### config.mk
export PLATFORM = sky130hd
export DESIGN_NAME = circuit_2
export DESIGN_NICKNAME = d
export VERILOG_FILES = /design/src/rtl/circuit_2.sv
export SDC_FILE = /design/constraint.sdc
export NUM_CORES = 1
export LEC_CHECK = 0
export ABC_AREA = 1
export BUFFER_PORTS_ARGS = -buffer_cell sky130_fd_sc_hd__buf_2
export CAP_MARGIN = 0
export CORE_MARGIN = 10
export CORE_UTILIZATION = 36
export DETAILED_ROUTE_END_ITERATION = 12
export PLACE_DENSITY_LB_ADDON = 0.05
export SYNTH_ARGS = -nofsm -noshare
export SYNTH_HDL_FRONTEND = slang
export SYNTH_SLANG_ARGS = --single-unit
### constraint.sdc
create_clock -name clk -period 2.7 [get_ports clk]
set_clock_uncertainty 0.1 [all_clocks]
set_input_delay 0.54 -clock clk [delete_from_list [all_inputs] [get_ports clk]]
set_output_delay 0.54 -clock clk [all_outputs]
set_load 0.01 [all_outputs]
### src/rtl/circuit_2.sv
// SR flip-flop built from a T flip-flop: combinational SR->T excitation for an
// external state, plus an internal T core with a saturating forbidden-input counter.
module circuit_2 #(
    parameter int   CNT_W = 8,
    parameter logic RST_Q = 1'b0
) (
    input  logic             clk,
    input  logic             rst,
    input  logic             s,
    input  logic             r,
    input  logic             q,
    output logic             t,
    output logic             q_reg,
    output logic             q_n,
    output logic             t_int,
    output logic             invalid,
    output logic [CNT_W-1:0] invalid_cnt
);

    logic             q_next;
    logic [CNT_W-1:0] cnt_reg;
    logic [CNT_W-1:0] cnt_next;

    // Toggle only when the request differs from the present state; s=r=1 holds.
    function automatic logic sr_to_t(input logic s_f, input logic r_f, input logic q_f);
        return (s_f & ~r_f & ~q_f) | (r_f & ~s_f & q_f);
    endfunction

    always_comb begin
        t       = sr_to_t(s, r, q);
        t_int   = sr_to_t(s, r, q_reg);
        invalid = s & r;
        q_next  = q_reg ^ t_int;
        cnt_next = cnt_reg;
        if (invalid && (cnt_reg != {CNT_W{1'b1}})) begin
            cnt_next = cnt_reg + 1'b1;
        end
    end

    always_ff @(posedge clk) begin
        if (rst) begin
            q_reg   <= RST_Q;
            cnt_reg <= '0;
        end else begin
            q_reg   <= q_next;
            cnt_reg <= cnt_next;
        end
    end

    assign q_n         = ~q_reg;
    assign invalid_cnt = cnt_reg;

endmodule

Word-level counts from Yosys, hierarchy flattened
Cells that the tools add are included.
{"block": "word_totals", "latch_bits": 0, "ff_bits": 9, "inputBits": 5, "elab_cells": 19, "n_memories": 0, "output_inout_bits": 13, "mem_bits_ro": 0, "ram_bits": 0}
{"block": "op_classes", "magnitude_cmp": 0, "shifts": 0, "n_bitwise": 14, "muxes": 0, "n_div": 0, "n_eq_ne": 1, "addsub": 1, "multipliers": 0, "reduce_logical": 1}
{"operator": "adder 8 x 1 -> 8 bit (second input constant)", "count": 1}
{"operator": "inequality test 8 bit (second input constant)", "count": 1}
{"operator": "AND 1 bit", "count": 7}
{"operator": "inverter 1 bit", "count": 4}
{"operator": "bitwise OR 1 bit", "count": 2}
{"operator": "logical AND 1 bit", "count": 1}
{"operator": "XOR 1 bit", "count": 1}

Depth between registers and ports, before layout
Gate-level depths: netlist of the first run.
{"block": "logic_depth", "depth_word": 5, "mapped_depth": 8, "mapped_depth_nobuf": 8}

Least setup slack after synthesis of the first run
Ideal clock, no wire load.
{"block": "synth_timing", "path_kind": "input to output", "start": "in r", "end": "out t", "setup_slack_ns": 1.105, "path_stages": 4, "required_time_ns": 2.060, "arrival_time_ns": 0.955, "n_path_buf": 0, "path_cell_list": "inv_1 nor2_1 inv_1 a21oi_1"}
{"block": "synth_via", "elab_chain_len": 4, "elab_cells_between_ends": 6, "cone_classes": "bitwise (6)"}
{"item": "start, declared", "line_no": "10", "text": "input logic r,"}
{"item": "inverter 1 bit", "line_no": "26", "text": "return (s_f & ~r_f & ~q_f) | (r_f & ~s_f & q_f);"}
{"item": "AND 1 bit (2 in series)", "line_no": "26"}
{"item": "bitwise OR 1 bit *", "line_no": "26"}
{"item": "end, declared", "line_no": "12", "text": "output logic t,"}
Every way passes the cells marked *; elsewhere a longest branch is shown, timed or not.

Final worst setup path of the first run
{"block": "layout_timing", "start": "in r", "end": "out t_int"}
{"block": "layout_via", "elab_chain_len": 4, "elab_cells_between_ends": 6, "cone_classes": "bitwise (6)"}
{"item": "inverter 1 bit", "line_no": "26"}
{"item": "AND 1 bit (2 in series)", "line_no": "26"}
{"item": "bitwise OR 1 bit *", "line_no": "26"}
{"item": "end, declared", "line_no": "15", "text": "output logic t_int,"}
Marks and branches as above.

==> results.md, run 1 <==
- Counting flops with a built-in enable in the synthesized netlist gives 0.
- In this run the post-CTS setup repair buffer count came out at 0.
- The number of antenna diodes in the final layout is 0.
- After floorplanning, the core was sized to cover 0.001318 mm2.
- By instance count, the leading cell after synthesis is sky130_fd_sc_hd__nand2_1.
- Global routing used 7.988% of the available tracks.
- The data required time at the worst endpoint is 2.06 ns.
- Wires add up to 1.204 mm.
- The final hold violation count is 0.
- The run finished with clean final reports.
- The startpoint of the worst register-to-register path is invalid_cnt[0].
- The number of nets handed over by synthesis was 83.
- The min-delay analysis places its worst path in the category input port to flop.
- The number of warnings reported in the yosys synthesis log is 0.
- The register with the most flip-flops in the layout has 8 of them.
- In this run the power density over the cells is 432.9 mW/mm2.
- The minimum setup slack among reg-to-reg paths is 1.32 ns.
- The detailed router placed 524 vias in this run.
- The nature of the critical path endpoint is an output port.
- Counting flops and latches in the post-synthesis netlist gives 9.
- The initial antenna violation count came to 0.
- The worst hold path startpoint is rst.
- Pin placement for this block handled 18 I/O pins.
- For the pin with the worst max-slew slack, the measured transition is 0.2619 ns.
- Clock-pin slew was measured on the worst setup and hold paths at 0.06 ns.
- The maximum number of pins on one net before global-route repair is 9.
- The proportion of synthesized flip-flops having asynchronous set or reset is 0%.
- TritonCTS built the clock tree.
- The average wire per cell in the routed design is 10.65 um.
- The post-cts resize count is 0.
- In this run, the number of DRC markers left after iteration 0 of detailed routing was 11.
- Counting along the longest clock path gives a buffer depth of 2.
- The number of global-route vias before repair is 493.
- For this run, the leading register cell type out of synthesis is sky130_fd_sc_hd__dfxtp_1.
- The initialized floorplan defines 13 standard-cell rows.
- The floorplan step defined a die boundary enclosing 0.003319 mm2.
- The cell taking the most area after synthesis is sky130_fd_sc_hd__dfxtp_1.
- Setup repair after global routing left no endpoint under its margin.
- The wire length of the first global-routing pass is 2.152 mm.
- The arrival time at the worst endpoint is 1.13 ns.
- CTS built an H-tree with a depth of 1.
- Max-cap violations in this run came to 0.
- The first detailed-routing pass ran for 4 iterations.
- Counting distinct cell types in the post-synthesis netlist gives 14.
- The highest net fanout along the worst path is 3.
- The hold buffer count at CTS is 0.
- Summing every instance area after synthesis gives 509.2 um2.
- The initial core utilization is 38.65%.
- The count of unresolved DRC violations after routing is 0.
- The type of element launching the critical path is an input port.
- In the synthesized netlist, the cells that appear most often are sky130_fd_sc_hd__nand2_1, sky130_fd_sc_hd__nor2_1, sky130_fd_sc_hd__inv_1.
- After synthesis, the largest area contributor takes up 35.38% of total cell area.
- The number of sinks driven by the clock tree is 9.
- The final setup violation count is 0.
- The floorplan step set the die width to 57.61 um.
- The count of buffers from port buffering is 17.
- Measured against its own limit, the worst slew margin works out to 82.47%.
- The critical path goes through buf_2 -> inv_1 -> nor2_1 -> inv_1 -> a21oi_1 -> buf_2.
- The critical path start-end classification is input port to output port.
- The number of standard cells after synthesis is 77.
- The number of pins with negative max-slew slack in the final report is 0.
- The insertion delay of the later-clocked pin in the worst-skew pair is 0.26 ns.
- The leakage power summed over all cells is 0.3376 nW.
- The net count reported at finish is 105.
- The total half-perimeter wirelength after legalization and detailed placement is 987.8 um.
- The fraction of final layout cells sized beyond drive strength 1 is 27.55%.
- Yosys attributes the largest share of cell area to sky130_fd_sc_hd__dfxtp_1, sky130_fd_sc_hd__nand2_1, sky130_fd_sc_hd__nor2_1, sky130_fd_sc_hd__a21oi_1, sky130_fd_sc_hd__inv_1.
- The source of the critical timing path is r.
- In the routed layout, each cell is associated on average with a via count of 4.637.
- The hold slack is 0.3513 ns.
- The clock root buffer is sky130_fd_sc_hd__clkbuf_4.
- The maximum achievable frequency is 0.5652 GHz.
- The share of synthesized area occupied by flip-flops and latches is 35.38%.
- The routed design could run at a clock period as short as 1.769 ns.
- The final period utilization is 65.53%.
- The master of the slowest instance on the critical path is sky130_fd_sc_hd__buf_2.
- Compared with the post-synthesis result, the final layout area differs by 25.55%.
- The setup TNS after final layout is 0 ns.
- The post-synthesis average cell area is 6.613 um2.
- At the end of routability-driven placement, the weighted congestion stood at 0.7029.
- The detail route stage leaves a number of antenna-violating nets equal to 0.
- The number of buffers inserted during clock tree synthesis is 3.
- The worst-case IR drop observed on VDD is 0.3103 mV.
- Global routing finished with a remaining overflow of 0.
- The die height is 57.61 um.
- For this run, the slowest stage of the critical path takes 0.14 ns.
[worst max-delay path: cells and delay by family]
kind / cells / cell delay, ns
and+or+nand+nor: 1 / 0.12
AOI/OAI and AO/OA: 1 / 0.11
buffers and inverters: 4 / 0.35
[per-layer routing]
layer	up-vias	wire (um)	share of wire, %	GRT usage, %
met5	-	0	0	0
met2	10	547	45	12.27
met4	0	13	1.1	3.020
met1	228	545	45	8.425
li1	284	-	-	-
met3	2	97	8.1	5.447
[area by class of cell]
type                            instances  area [um2]
Multi-Input combinational cell         56       284.0
Inverter                               12       45.04
Tap cell                               15       18.77
Clock buffer                            4       26.28
Timing Repair Buffer                   17       85.08
Fill cell                             143       678.2
Sequential cell                         9       180.2
[cells by family after synthesis]
logic type | after synthesis | share of synthesized area (%)
simple gates | 46 | 44.47
buf+inv | 12 | 8.845
compound gates | 9 | 8.845
flops | 9 | 35.38
fa+ha+maj | 1 | 2.457
[power breakdown]
part	switching, mW	internal [mW]
clock network	0.0482	0.0570
logic	0.0194	0.0132
registers	0.00316	0.136
total	0.0708	0.206
[through the flow]
step / total power [mW] / area [um2] / util, % / std cells / worst slack (ns)
3_5_place_dp: 0.1753 / 613.1 / 46.53 / 109 / 0.9303
5_1_grt: 0.2956 / 639.4 / 48.53 / 113 / 0.8425
2_1_floorplan: 0.1607 / 509.2 / - / 77 / 1.105
6_report: 0.2768 / 639.4 / 48.53 / 113 / 0.9307
3_3_place_gp: 0.1752 / 613.1 / 46.53 / 109 / 0.9438
4_1_cts: 0.2837 / 639.4 / 48.53 / 113 / 0.9240
[cell usage in the layout, fill, tap and decap left out, drive strengths merged]
| master | Yosys | routed |
|---|---|---|
| a21oi | 9 | 9 |
| clkbuf | 0 | 4 |
| inv | 12 | 12 |
| nor2 | 17 | 17 |
| dfxtp | 9 | 9 |
| buf | 0 | 17 |
| nand2 | 18 | 18 |
| ha | 1 | 1 |
| nor3 | 4 | 4 |
| nand3 | 7 | 7 |
[path summary, 6_finish.rpt]
path | cells after the start | endpoint
setup / recovery | 6 | t_int
hold / removal | 2 | q_reg
setup reg to reg | 8 | invalid_cnt[3]
hold reg to reg | 2 | invalid_cnt[1]
(Power assumes the default switching activity.)
==> run 2, diff against run 1 <==
==> constraint.sdc (replaced) <==
create_clock -name clk -period 1.45 [get_ports clk]
set_clock_uncertainty 0.1 [all_clocks]
set_input_delay 0.29 -clock clk [delete_from_list [all_inputs] [get_ports clk]]
set_output_delay 0.29 -clock clk [all_outputs]
set_load 0.01 [all_outputs]
==> run 2 against run 1 <==
Effect of this change: sequential share of layout area fell by 0.10 points; sequential cell count did not move; global-route usage rose by 0.40 points; critical path type is now flop to output port; cell area rose by 1.8%; first-iteration DRC count fell by 55%; via count fell by 0.19%; sequential power rose by 87%; die area did not move; worst hold slack got worse by 0.25 ns; register-to-register slack got worse by 1.2 ns; largest cell class unchanged.
==> results.md, run 2 (synthesis results as in run 1) <==
- The initial antenna violation count was 0 (unchanged).
- The total routed wirelength was 1.249 mm (+3.7%).
- The area of all placed cells without fillers is 650.6 um2 (+1.8%).
- TritonCTS built the clock tree.
- The signal on the critical path passes through a21oi_1 -> a21oi_1 -> buf_2.
- The count of unresolved DRC violations after routing came to 0 (unchanged).
- The termination of the worst setup path is t_int.
- The minimum setup slack among reg-to-reg paths came to 0.15 ns (-1.17 ns).
- The maximum number of pins on one net before global-route repair is 9 (unchanged).
- The post-layout instance count excluding filler cells is 113 (unchanged).
- The final setup violation count is 0 (unchanged).
- The core outline area is 0.001318 mm2 (unchanged).
- The total number of placement rows is 13 (unchanged).
- The register clock-pin slew on the reported worst setup and hold paths is 0.06 ns (about the same).
- The count of buffers from port buffering was 17 (unchanged).
- The cell depth of the worst setup path is 3 (-3).
- The power density of the placed cells is 801.4 mW/mm2 (+85%).
- In this run the critical register-to-register path is launched from invalid_cnt[0].
- STA classifies the critical path endpoint as an output port.
- The area of combinational cells with multiple inputs was 292.8 um2 (+3.1%).
- The area taken by flip-flops and latches is 182.7 um2 (+1.4%).
- The hold buffer count at CTS is 0 (unchanged).
- The final period utilization is 92.90%.
- The count of max-cap constraint violations is 0 (unchanged).
- The source of the critical timing path is q_reg.
- The total half-perimeter wirelength after legalization and detailed placement is 941.8 um (-4.7%).
- The area enclosed by the die boundary is 0.003319 mm2 (unchanged).
- The delay of the slowest critical-path stage came to 0.33 ns (+0.19 ns).
- The slew at the pin with the worst max-slew slack is 0.2631 ns (+0.001102 ns).
- The count of nets left with antenna violations after detail routing came to 0 (unchanged).
- The run finished with clean final reports.
- The cell count after placement was 109 (unchanged).
- The number of top-level pins came to 18 (unchanged).
- The critical path is of the flop to output port type.
- The relative area change from synthesis to final layout is 27.76%.
- The clock tree buffer depth was 2 (unchanged).
- The insertion delay of the later-clocked pin in the worst-skew pair is 0.27 ns (about the same).
- Leaving out fill and tap cells, the most frequent cells in the layout are sky130_fd_sc_hd__buf_2, sky130_fd_sc_hd__nand2_1, sky130_fd_sc_hd__nor2_1.
- The power share of the sequential group is 49.8% (-0.4 points).
- The setup TNS after final layout is 0 ns (unchanged).
- The number of search-and-repair iterations in the first detailed-routing pass is 4 (unchanged).
- The flip-flop count of the largest register after layout is 8 (unchanged).
- The fraction of power spent switching nets is 26.11% (+0.54 points).
- The net count reported at finish was 105 (unchanged).
- The minimum clock period after layout is 1.347 ns.
- The instance area at placement was 613.1 um2 (unchanged).
- The antenna cell count is 0 (unchanged).
- The H-tree depth came to 1 (unchanged).
- The die width is 57.61 um (unchanged).
- The net switching power of the design came to 136.2 uW (+92%).
- The clock root buffer is sky130_fd_sc_hd__clkbuf_4.
- The clock share of power was 38.2% (+0.2 points).
- The number of global-route vias before repair came to 516 (+4.7%).
- Leaving out fill and tap cells, the most frequent cell in the layout is sky130_fd_sc_hd__buf_2.
- The leakage power summed over all cells is 0.3357 nW (-0.56%).
- The maximum achievable frequency is 0.7423 GHz.
- The die height was 57.61 um (unchanged).
- The data required time at the worst endpoint is 1.06 ns (-1.00 ns).
- The relative contribution of combinational cells to total power is 12.0% (+0.2 points).
- The worst slew margin relative to its limit is 82.44% (about the same).
- The overall fraction of global-route tracks in use is 8.388% (+0.40 points).
- The average wire per cell in the routed design is 11.05 um (+3.7%).
- The buffers plus inverters on the worst setup path is 1 (-3).
- The endpoint identified for the worst register-to-register timing path is invalid_cnt[5].
- The layout filler cell count came to 147 (+2.8%).
- The number of buffers inserted during clock tree synthesis was 3 (unchanged).
- The largest vdd supply drop was 0.3151 mV (+1.6%).
- The final core utilization is 49.38% (+0.85 points).
- The number of vias per cell is 4.628 (-0.19%).
- The final hold violation count is 0 (unchanged).
- The wire length of the first global-routing pass is 2.187 mm (+1.6%).
- The number of cells on the worst reg-to-reg path was 6 (-2).
- The highest net fanout along the worst path is 4 (+1).
- The kind of cell with the highest combined delay along the critical path is flip-flops.
- The vias after detailed routing is 523 (-0.19%).
- The buffer count from post-CTS setup fixing is 0 (unchanged).
- The most frequent cell on the critical path is sky130_fd_sc_hd__a21oi_1.
- The number of pins with negative max-slew slack in the final report is 0 (unchanged).
- Among all stages on the critical path, the largest delay is contributed by sky130_fd_sc_hd__dfxtp_1.
- The internal power of the cells is 385.3 uW (+87%).
- The tightest min-delay check is of the input port to flop type.
- The fraction of final layout cells sized beyond drive strength 1 came to 33.67% (+6.1 points).
- Setup repair after global routing left no endpoint under its margin.
- The type of element launching the critical path is a flop.
- The DRC violation total after the first TritonRoute iteration was 5 (-6).
- The routability congestion estimate from global placement is 0.7596 (+8.1%).
- The initial core utilization is 38.65% (unchanged).
- The arrival time at the worst endpoint is 0.96 ns (-0.17 ns).
- The overflow left after global routing is 0 (unchanged).
- The number of sinks driven by the clock tree is 9 (unchanged).
## run 2: cell counts in the layout (fill, tap and decap cells not counted)
Identical to the previous run, type by type.
## run 2: layout make-up
class	count	area share (%)
clock buffer	4	4.038
inverter	12	6.923
multi-input combinational	56	45.00
sequential	9	28.08
tap	15	2.885
timing repair buffer	17	13.08
## run 2: per-layer routing
metal	track usage (%)	share of wire, %	vias to the layer above
li1	-	-	286
met1	7.834	43	217
met2	13.50	46	14
met3	4.793	8.5	6
met4	6.040	2.5	0
met5	0	0	-
## run 2: worst min-delay path by stage
stage	depth (start not counted)	from	slack, ns	to
floorplan	1	rst	0.27	q_reg
global placement	2	rst	0.38	q_reg
detailed placement	2	rst	0.38	q_reg
CTS	2	rst	0.09	q_reg
global route	2	rst	0.10	q_reg
finish	2	rst	0.1	q_reg
## run 2: metrics by stage
step	hold slack, ns	total power [mW]	setup slack [ns]
2_1_floorplan	0.2693	0.2992	0.1326
3_3_place_gp	0.3751	0.3266	0.1344
3_5_place_dp	0.3792	0.3262	0.1004
4_1_cts	0.08573	0.5312	0.06750
5_1_grt	0.1006	0.5505	0.009263
6_report	0.09785	0.5214	0.1029
## run 2: timing repair
item | CTS | global route
setup endpoints to repair | 0 | 7
endpoints found under the hold margin | 0 | 0
resized for setup | 0 | 6
## run 2: power groups by stage
stage / clock [mW] / sequential, mW / combinational, mW
floorplan: 0 / 0.266 / 0.0328
global placement: 0 / 0.264 / 0.0626
detailed placement: 0 / 0.264 / 0.0618
CTS: 0.210 / 0.259 / 0.0624
global route: 0.218 / 0.261 / 0.0720
finish: 0.199 / 0.260 / 0.0626
==> run 3, diff against run 2 <==
==> constraint.sdc (replaced) <==
create_clock -name clk -period 1.45 [get_ports clk]
set_clock_uncertainty 0.1 [all_clocks]
set_input_delay 0.0725 -clock clk [delete_from_list [all_inputs] [get_ports clk]]
set_output_delay 0.0725 -clock clk [all_outputs]
set_load 0.01 [all_outputs]
==> run 3 against run 2 <==
Effect of this change: sequential share of layout area fell by 0.43 points; register-to-register slack about the same; clock-buffer cell count unchanged; global-route usage up 0.087 points; cell count is 0.88% higher; first-iteration DRC count unchanged; worst hold slack got worse by 0.028 ns; utilization is 0.76 points higher; cell area rose by 1.5%; largest cell class unchanged; die area unchanged.
==> results.md, run 3 (synthesis results as in run 1) <==
- The number of pins with negative max-slew slack in the final report is 0 (unchanged).
- The DRC violation total after the first TritonRoute iteration is 5 (unchanged).
- The most frequent standard cell in the layout excluding fill and tap cells is sky130_fd_sc_hd__buf_2.
- The worst slew margin relative to its limit is 82.44% (about the same).
- The register clock-pin slew on the reported worst setup and hold paths came to 0.06 ns (about the same).
- The buffers plus inverters on the worst setup path is 1 (unchanged).
- The setup TNS after final layout is 0 ns (unchanged).
- The count of unresolved DRC violations after routing was 0 (unchanged).
- The minimum clock period after layout is 1.302 ns (-0.04539 ns).
- The initial antenna violation count is 0 (unchanged).
- The area of combinational cells with multiple inputs came to 292.8 um2 (unchanged).
- The die height came to 57.61 um (unchanged).
- The overall fraction of global-route tracks in use is 8.475% (+0.087 points).
- The number of vias per cell is 4.623 (-0.12%).
- Setup repair after global routing left no endpoint under its margin.
- The instance area at placement is 613.1 um2 (unchanged).
- The met1 usage is 7.711% (-0.12 points).
- The nature of the critical path endpoint is a flop.
- On the critical path the largest part of the delay comes from flip-flops.
- The run finished with clean final reports.
- The average wire per cell in the routed design came to 11.02 um (-0.32%).
- The power density of the placed cells is 792.4 mW/mm2 (-1.1%).
- The critical path is of the flop to flop type.
- The H-tree depth is 1 (unchanged).
- The insertion delay of the later-clocked pin in the worst-skew pair is 0.27 ns (about the same).
- The flip-flop count of the largest register after layout is 8 (unchanged).
- The final setup violation count is 0 (unchanged).
- The relative area change from synthesis to final layout is 29.73%.
- The die width is 57.61 um (unchanged).
- The count of nets left with antenna violations after detail routing was 0 (unchanged).
- The maximum achievable frequency came to 0.7682 GHz (+3.5%).
- The overflow left after global routing is 0 (unchanged).
- The total number of placement rows came to 13 (unchanged).
- The arrival time at the worst endpoint is 1.36 ns (+0.40 ns).
- The clock tree buffer depth was 2 (unchanged).
- The worst hold-check path type is input port to flop.
- The data required time at the worst endpoint is 1.51 ns (+0.45 ns).
- The number of search-and-repair iterations in the first detailed-routing pass is 4 (unchanged).
- The type of element launching the critical path is a flop.
- The global-route track usage on met2 is 13.80% (+0.31 points).
- The busiest layer in global routing is met2.
- The delay of the slowest critical-path stage was 0.36 ns (+0.03 ns).
- The tree is rooted in a sky130_fd_sc_hd__clkbuf_4.
- The count of buffers from port buffering is 17 (unchanged).
- The number of buffers inserted during clock tree synthesis was 3 (unchanged).
- The clock tree from TritonCTS is yes.
- The count of max-cap constraint violations is 0 (unchanged).
- The buffer count from post-CTS setup fixing is 0 (unchanged).
- The leakage power summed over all cells is 0.3399 nW (+1.2%).
- The largest vdd supply drop is 0.3153 mV (about the same).
- The number of sinks driven by the clock tree is 9 (unchanged).
- The core outline area is 0.001318 mm2 (unchanged).
- The final hold violation count is 0 (unchanged).
- The final period utilization came to 89.77% (-3.1 points).
- The top cell types in the final layout, fill and taps aside, are sky130_fd_sc_hd__buf_2, sky130_fd_sc_hd__nand2_1, sky130_fd_sc_hd__nor2_1.
- The number of global-route vias before repair is 521 (+0.97%).
- The routability congestion estimate from global placement was 0.7596 (unchanged).
- The initial core utilization is 38.65% (unchanged).
- The wire length of the first global-routing pass is 2.214 mm (+1.2%).
- The total half-perimeter wirelength after legalization and detailed placement is 941.8 um (unchanged).
- The slew at the pin with the worst max-slew slack is 0.2630 ns (-0.000001907 ns).
- The area of all placed cells without fillers is 660.6 um2 (+1.5%).
- The antenna cell count was 0 (unchanged).
- The number of top-level pins is 18 (unchanged).
- The maximum number of pins on one net before global-route repair is 9 (unchanged).
- The master of the slowest instance on the critical path is sky130_fd_sc_hd__dfxtp_2.
- The net count reported at finish came to 106 (+0.95%).
- The critical path goes through ha_1 -> nand2_1 -> inv_2 -> nand3_4 -> a21oi_1 -> nor2_1.
- The vias after detailed routing is 527 (+0.76%).
- The total routed wirelength was 1.256 mm (+0.56%).
- The area enclosed by the die boundary was 0.003319 mm2 (unchanged).
- The fraction of final layout cells sized beyond drive strength 1 was 33.33% (-0.34 points).
- The highest net fanout along the worst path is 8 (+4).
- The layout filler cell count came to 146 (-0.68%).
- The area taken by flip-flops and latches came to 182.7 um2 (unchanged).
- The global routing met3 resource utilization came to 5.011% (+0.22 points).
-- run 3: changes by cell type in the layout (fill, tap and decap cells not counted) --
cell,previous run,this run
sky130_fd_sc_hd__dlygate4sd3_1,0,1
-- run 3: worst paths after layout --
path,slack [ns],to,cells after the start,startpoint
max,0.15,invalid_cnt[5],6,invalid_cnt[0]
min,0.07,q_reg,3,s
max reg2reg,0.15,invalid_cnt[5],6,invalid_cnt[0]
min reg2reg,0.41,invalid_cnt[1],2,invalid_cnt[1]
-- run 3: repair_timing --
item                       CTS  global route
hold buffers                 1             0
setup endpoints to repair    0             7
resized for setup            0             6
hold endpoints to repair     1             0
-- run 3: layout make-up --
cell class	instances	share of cell area, %
clock buffers	4	3.977
multi-input cells	56	44.32
well taps	15	2.841
flip-flops and latches	9	27.65
repair buffers	18	14.39
inverters	12	6.818
-- run 3: through the flow --
| step | hold WS [ns] | utilization, % | worst slack (ns) | instances | power (mW) |
|---|---|---|---|---|---|
| floorplan | 0.05181 | - | 0.1326 | 77 | 0.2992 |
| global placement | 0.1576 | 46.53 | 0.1344 | 109 | 0.3266 |
| detailed placement | 0.1617 | 46.53 | 0.1004 | 109 | 0.3262 |
| CTS | 0.06216 | 49.29 | 0.06750 | 114 | 0.5332 |
| global route | 0.1007 | 50.14 | 0.009263 | 114 | 0.5527 |
| finish | 0.06945 | 50.14 | 0.1483 | 114 | 0.5235 |
-- run 3: per-layer routing --
layer | up-vias | share of wire (%)
li1 | 288 | -
met1 | 219 | 42
met2 | 14 | 46
met3 | 6 | 9.2
met4 | 0 | 2.5
met5 | - | 0
-- run 3: worst register-to-register path, stage by stage, from the launching register on --
cell                      delay [ns]
sky130_fd_sc_hd__dfxtp_2        0.36
sky130_fd_sc_hd__ha_1           0.17
sky130_fd_sc_hd__nand2_1        0.12
sky130_fd_sc_hd__inv_2          0.11
sky130_fd_sc_hd__nand3_4        0.12
sky130_fd_sc_hd__a21oi_1        0.17
sky130_fd_sc_hd__nor2_1         0.06
-- run 3: where the power goes --
part / leakage (nW) / internal, mW / total [mW] / switching (mW)
Sequential: 0.0737 / 0.254 / 0.260 / 0.00573
Clock: 0.0150 / 0.106 / 0.199 / 0.0929
Combinational: 0.251 / 0.0268 / 0.0647 / 0.0379
Total: 0.340 / 0.387 / 0.523 / 0.136
